File: src/rtl/timer_bank.sv
// Bus-programmable timer: prescaled free-running counter, coherent 64-bit
// snapshot reads, and CHANNELS compare registers driving level interrupts.
module timer_bank #(
  parameter int WIDTH      = 64,
  parameter int CHANNELS   = 2,
  parameter int PRESCALE_W = 16
) (
  input  logic                clk,
  input  logic                rst_n,
  input  logic                req_i,
  input  logic                we_i,
  input  logic [7:0]          addr_i,
  input  logic [31:0]         wdata_i,
  output logic [31:0]         rdata_o,
  output logic                ack_o,
  output logic [WIDTH-1:0]    count_o,
  output logic [CHANNELS-1:0] irq_o
);

  localparam logic [7:0] A_CTRL     = 8'h00;
  localparam logic [7:0] A_PRESCALE = 8'h01;
  localparam logic [7:0] A_COUNT_LO = 8'h02;
  localparam logic [7:0] A_COUNT_HI = 8'h03;

  logic                  en;
  logic [CHANNELS-1:0]   ie;
  logic [PRESCALE_W-1:0] prescale;
  logic [PRESCALE_W-1:0] pre_cnt;
  logic [WIDTH-1:0]      count;
  logic [31:0]           shadow;
  logic [WIDTH-1:0]      cmp [CHANNELS];
  logic [CHANNELS-1:0]   irq_p1;
  logic                  vld_p1;
  logic [31:0]           rdata_p1;

  logic                  wr;
  logic                  rd;
  logic                  tick;
  logic                  count_wr_en;
  logic [63:0]           count_ext;
  logic [63:0]           count_wr;
  logic [63:0]           cmp_ext [CHANNELS];
  logic [31:0]           rd_data;

  assign wr          = req_i & we_i;
  assign rd          = req_i & ~we_i;
  assign tick        = en && (pre_cnt == prescale);
  assign count_wr_en = wr && ((addr_i == A_COUNT_LO) || (addr_i == A_COUNT_HI));

  // Zero-extended 64-bit views keep the half-word muxing uniform for any WIDTH.
  always_comb begin
    count_ext = 64'(count);
    count_wr  = count_ext;
    if (addr_i == A_COUNT_LO) count_wr[31:0]  = wdata_i;
    if (addr_i == A_COUNT_HI) count_wr[63:32] = wdata_i;
    for (int i = 0; i < CHANNELS; i++) cmp_ext[i] = 64'(cmp[i]);
  end

  always_comb begin
    rd_data = '0;
    case (addr_i)
      A_CTRL: begin
        rd_data[0]             = en;
        rd_data[8 +: CHANNELS] = ie;
      end
      A_PRESCALE: rd_data = 32'(prescale);
      A_COUNT_LO: rd_data = count_ext[31:0];
      A_COUNT_HI: rd_data = shadow;
      default: begin
        for (int i = 0; i < CHANNELS; i++) begin
          if (addr_i == 8'(4 + 2 * i)) rd_data = cmp_ext[i][31:0];
          if (addr_i == 8'(5 + 2 * i)) rd_data = cmp_ext[i][63:32];
        end
      end
    endcase
  end

  // Stage p1: register state update, bus response and interrupt levels.
  always_ff @(posedge clk) begin
    if (!rst_n) begin
      en       <= 1'b0;
      ie       <= '0;
      prescale <= '0;
      pre_cnt  <= '0;
      count    <= '0;
      shadow   <= '0;
      irq_p1   <= '0;
      vld_p1   <= 1'b0;
      rdata_p1 <= '0;
      for (int i = 0; i < CHANNELS; i++) cmp[i] <= '1;
    end else begin
      vld_p1   <= req_i;
      rdata_p1 <= rd ? rd_data : '0;

      if (wr && addr_i == A_CTRL) begin
        en <= wdata_i[0];
        ie <= wdata_i[8 +: CHANNELS];
      end
      if (wr && addr_i == A_PRESCALE) prescale <= PRESCALE_W'(wdata_i);

      if ((wr && addr_i == A_PRESCALE) || !en || tick) pre_cnt <= '0;
      else                                              pre_cnt <= pre_cnt + PRESCALE_W'(1);

      // A software write beats a coincident tick; that increment is lost.
      if (count_wr_en) count <= WIDTH'(count_wr);
      else if (tick)   count <= count + WIDTH'(1);

      if (rd && addr_i == A_COUNT_LO) shadow <= count_ext[63:32];

      for (int i = 0; i < CHANNELS; i++) begin
        if (wr && addr_i == 8'(4 + 2 * i)) cmp[i] <= WIDTH'({cmp_ext[i][63:32], wdata_i});
        if (wr && addr_i == 8'(5 + 2 * i)) cmp[i] <= WIDTH'({wdata_i, cmp_ext[i][31:0]});
        irq_p1[i] <= ie[i] & (count >= cmp[i]);
      end
    end
  end

  assign ack_o   = vld_p1;
  assign rdata_o = rdata_p1;
  assign count_o = count;
  assign irq_o   = irq_p1;

endmodule

File: config.mk
export PLATFORM = sky130hd
export DESIGN_NAME = timer_bank
export DESIGN_NICKNAME = d
export VERILOG_FILES = /design/src/rtl/timer_bank.sv
export SDC_FILE = /design/constraint.sdc
export NUM_CORES = 1
export LEC_CHECK = 0
export CAP_MARGIN = 40
export CORE_UTILIZATION = 46
export DETAILED_ROUTE_END_ITERATION = 7
export GPL_TIMING_DRIVEN = 0
export HOLD_SLACK_MARGIN = 0.05
export PLACE_DENSITY = 0.73
export RECOVER_POWER = 100
export SYNTH_ARGS = -nofsm -noshare
export SYNTH_HDL_FRONTEND = slang
export SYNTH_SLANG_ARGS = --single-unit
File: constraint.sdc
create_clock -name clk -period 5.45 [get_ports clk]
set_input_delay 0.8175 -clock clk [delete_from_list [all_inputs] [get_ports clk]]
set_output_delay 0.8175 -clock clk [all_outputs]
set_load 0.05 [all_outputs]
==> impl_metrics.csv <==
group,metric,value,unit
status,run_status,"finished, violations left",
status,violations,"max-capacitance violations, max-slew violations",
synth,synth.distinct_cells,76,
clocking,clock_tree.root_cell,"clkbuf_16",
setup_path,end_kind,"flip-flop",
global_routing,grt_util_all_layers,41.64,%
clocking,cts_tree,"built",
die,die-height,198.9,um
route,drt_iter0_drc,2307,
global_routing,antenna_found_initial,2,
setup_path,slowest_stage,"clkbuf_1",
synth,synth_fp_nets,2163,
setup_path,crit_start,"rst_n",
die,fp.coreArea,37930,sq um
min_path,hp-class,"flip-flop to flip-flop",
setup_path,cp_max_fo,17,
synth,synthArstFlopShare,0,%
synth,syn-mean-instance-area,8.967,sq um
sta,slew_viol_final,17,
die,placementRows,71,
route,drt-wirelength-per-cell,30.01,um
setup_path,worstPathCellList,"dlygate4sd3_1 -> clkbuf_1 -> clkbuf_1 -> clkbuf_1 -> clkbuf_1 -> nand2_1 -> clkbuf_1",
sta,fin_skew,0.02858,ns
route,wl,81860,um
finish,nets,2362,
power_and_ir_drop,leakage,8.334,nW
global_routing,grt_remaining_overflow,0,
route,drtAntennaViolNets,0,
synth,netlist_area,17840,sq um
sta,tightest_slew,2.383,ns
die,start_util,47.02,%
setup_path,r2r-end,"count_o[49]$_SDFFE_PN0P_",
placed_design,routabilityCongestion,1.019,
route,drc,0,
sta,fmax,210.2,MHz
setup_path,crit_arrival,4.86,ns
die,design.die.area,39570,sq um
clocking,clockBufferDepth,3,
global_routing,grt_pass1_wl,116400,um
die,die_w,198.9,um
synth,ys_warn_count,0,
sta,fin_crit_sh,87.27,%
run,maxCapViolCount,3,
power_and_ir_drop,comb_power_share,7.0,%
sta,hold_violations,0,
setup_path,crit_path_frequent_cell,"clkbuf_1",
power_and_ir_drop,swShare,24.27,%
setup_path,max_stage_delay,0.69,ns
clocking,path_clk_slew,0.06,ns
sta,tns,0,ns
setup_path,required,5.55,ns
finish,final_layout_size_suffix_gt1_share,7.807,%
route,num_vias,17820,
synth,synthFlopType,"dfxtp_1",
power_and_ir_drop,ir_drop,0.2107,mV
setup_path,criticalPathCategory,"input port to flip-flop",
global_routing,grt_pass1_vias,16980,
setup_path,cp-endpoint,"cmp[1][26]$_SDFFCE_PP1P_",
power_and_ir_drop,p_seq_share,44.8,%
sta,setup_viol,0,
finish,layout.cells.non_filler,2728,
placed_design,dp_cells,2660,
clocking,worstSkewPairLatency,0.57,ns
power_and_ir_drop,p_per_area,250.9,nW/um^2
power_and_ir_drop,p_int,4.047,mW
finish,areaGrowthSynthToFinish,19.40,%
clocking,holdBufCountCts,0,
placed_design,portBuffers,138,
clocking,cts_buffers,36,
die,io_pins,143,
placed_design,dpl.hpwl,61760,um
route,firstDrtPassIters,6,
setup_path,rr_worst_depth,8,
power_and_ir_drop,power_switching,1.297,mW
route,via_per_inst,6.534,
sta,maxSlewHeadroom,-60.56,%
finish,utilization,56.14,%
setup_path,reg2reg_slack,1.93,ns
global_routing,grt_start_max_net_pins,22,
clocking,cts_setup_buffers,0,
clocking,post_cts_resized,0,
setup_path,r2r_start,"count_o[8]$_SDFFE_PN0P_",
clocking,cts.sink_count,294,
synth,seq_area_frac_synth,40.18,%
synth,ys_ff_latch,294,
sta,min_period,4.756,ns
sta,rsz0062_at_grt,"false",
synth,synthCells,1989,
setup_path,startpoint_type,"input port",
power_and_ir_drop,pwr-share-clk,48.2,%
synth,synth_edf_count,128,
clocking,htreeDepth,2,
cell type report:
class,instances,area [sq um]
Antenna cell,1,2.502
Clock inverter,9,158.9
Fill cell,3431,16640
Inverter,138,518.0
Multi-Input combinational cell,1431,9632
Clock buffer,57,1092
Sequential cell,294,7167
Timing Repair Buffer,161,1598
Buffer,126,489.2
Tap cell,511,639.4
power by group through the flow:
stage / Sequential, mW / Clock, mW / Combinational, mW
after floorplan: 2.43 / 0 / 0.184
after global placement: 2.44 / 0 / 0.343
after detailed placement: 2.44 / 0 / 0.370
after CTS: 2.39 / 2.58 / 0.371
after global routing: 2.40 / 2.67 / 0.395
final: 2.39 / 2.58 / 0.377
layout by cell type (no fill, tap or decap), drive strengths merged, types with 7 or more instances in the layout:
| cell | instances |
|---|---|
| nor2 | 207 |
| nand2 | 203 |
| clkbuf | 174 |
| dfxtp | 166 |
| inv | 138 |
| a21oi | 136 |
| ha | 130 |
| edfxtp | 128 |
| dlygate4sd3 | 102 |
| mux2i | 73 |
| nand4 | 65 |
| nand3 | 61 |
| a21o | 54 |
| o21ai | 42 |
| or2 | 37 |
| clkdlybuf4s50 | 36 |
| nor2b | 34 |
| o22ai | 32 |
| buf | 31 |
| nor4 | 27 |
| a22oi | 26 |
| and3 | 24 |
| nor3 | 23 |
| xnor2 | 20 |
| o31ai | 20 |
| a31oi | 19 |
| mux2 | 17 |
| mux4 | 16 |
| and4 | 15 |
| o21a | 13 |
| o32a | 11 |
| o32ai | 11 |
| xor2 | 10 |
| o221a | 9 |
| nand2b | 7 |
sequential cells by signal, summed over array words and instances, names as in the netlist:
| register | flops |
|---|---|
| cmp | 128 |
| count_o | 64 |
| rdata_o | 32 |
| shadow | 32 |
| pre_cnt | 16 |
| prescale | 16 |
| ie | 2 |
| irq_o | 2 |
| ack_o | 1 |
| en | 1 |
Yosys cell counts, drive strengths merged, types with 6 or more instances:
cell     count  share of area [%]
nor2       207                4.4
nand2      203                4.3
dfxtp      166                 19
inv        138                2.9
a21oi      136                3.8
ha         130                9.1
edfxtp     128                 22
clkbuf      93                2.0
mux2i       73                4.1
nand4       65                2.3
nand3       61                1.7
a21o        54                2.3
o21ai       42                1.2
or2         37                1.3
nor2b       34                1.2
buf         33               0.86
o22ai       32                1.1
nor4        27                1.1
a22oi       26                1.1
and3        24               0.85
nor3        23               0.70
o31ai       20               0.84
xnor2       20               0.98
a31oi       19               0.67
mux2        17                1.1
mux4        16                2.0
and4        15               0.74
o21a        13               0.55
o32a        11               0.62
o32ai       11               0.54
xor2        10               0.49
o221a        9               0.57
nand2b       7               0.25
a211oi       6               0.25
and2         6               0.21
o2bb2ai      6               0.29
o41ai        6               0.29
or4          6               0.27
cell families after synthesis:
group / after synthesis / share of synthesized area, %
simple gates: 729 / 19.99
buf+inv: 264 / 5.738
mux: 106 / 7.190
fa+ha+maj: 130 / 9.120
flops: 294 / 40.18
xor+xnor: 30 / 1.473
compound gates: 436 / 16.31
worst min path at each step:
stage,from,end,slack (ns),depth (start not counted)
after floorplan,shadow[10]$_SDFFE_PN0P_,shadow[10]$_SDFFE_PN0P_,0.45,2
after global placement,shadow[10]$_SDFFE_PN0P_,shadow[10]$_SDFFE_PN0P_,0.47,2
after detailed placement,shadow[16]$_SDFFE_PN0P_,shadow[16]$_SDFFE_PN0P_,0.48,2
after CTS,shadow[3]$_SDFFE_PN0P_,shadow[3]$_SDFFE_PN0P_,0.50,2
after global routing,shadow[16]$_SDFFE_PN0P_,shadow[16]$_SDFFE_PN0P_,0.52,2
final,shadow[23]$_SDFFE_PN0P_,shadow[23]$_SDFFE_PN0P_,0.50,2
per-layer routing:
layer  part of all wire (%)  wire [um]  up-vias  GRT usage, %
met2                     42      34530     1317         63.61
met5                      0          0        -             0
met3                     11       9089      329         7.443
met4                    7.6       6239        0         25.78
met1                     39      32000     8521         54.57
li1                       -          -     7657             -
through the flow:
stage / area, sq um / hold WS [ns] / total power, mW / worst slack [ns]
detailed placement: 20160 / 0.4844 / 2.806 / 0.9722
CTS: 21410 / 0.4967 / 5.344 / 1.531
global route: 21290 / 0.5203 / 5.458 / 0.6609
global placement: 19860 / 0.4679 / 2.783 / -1.676
floorplan: 17840 / 0.4544 / 2.614 / 0.7771
finish: 21300 / 0.4986 / 5.344 / 0.6936
critical path, delay by kind of cell:
kind / cells / cell delay, ns
buffers and inverters: 6 / 3.37
and+or+nand+nor: 1 / 0.65
No activity file was read; power rests on OpenSTA's default activity.
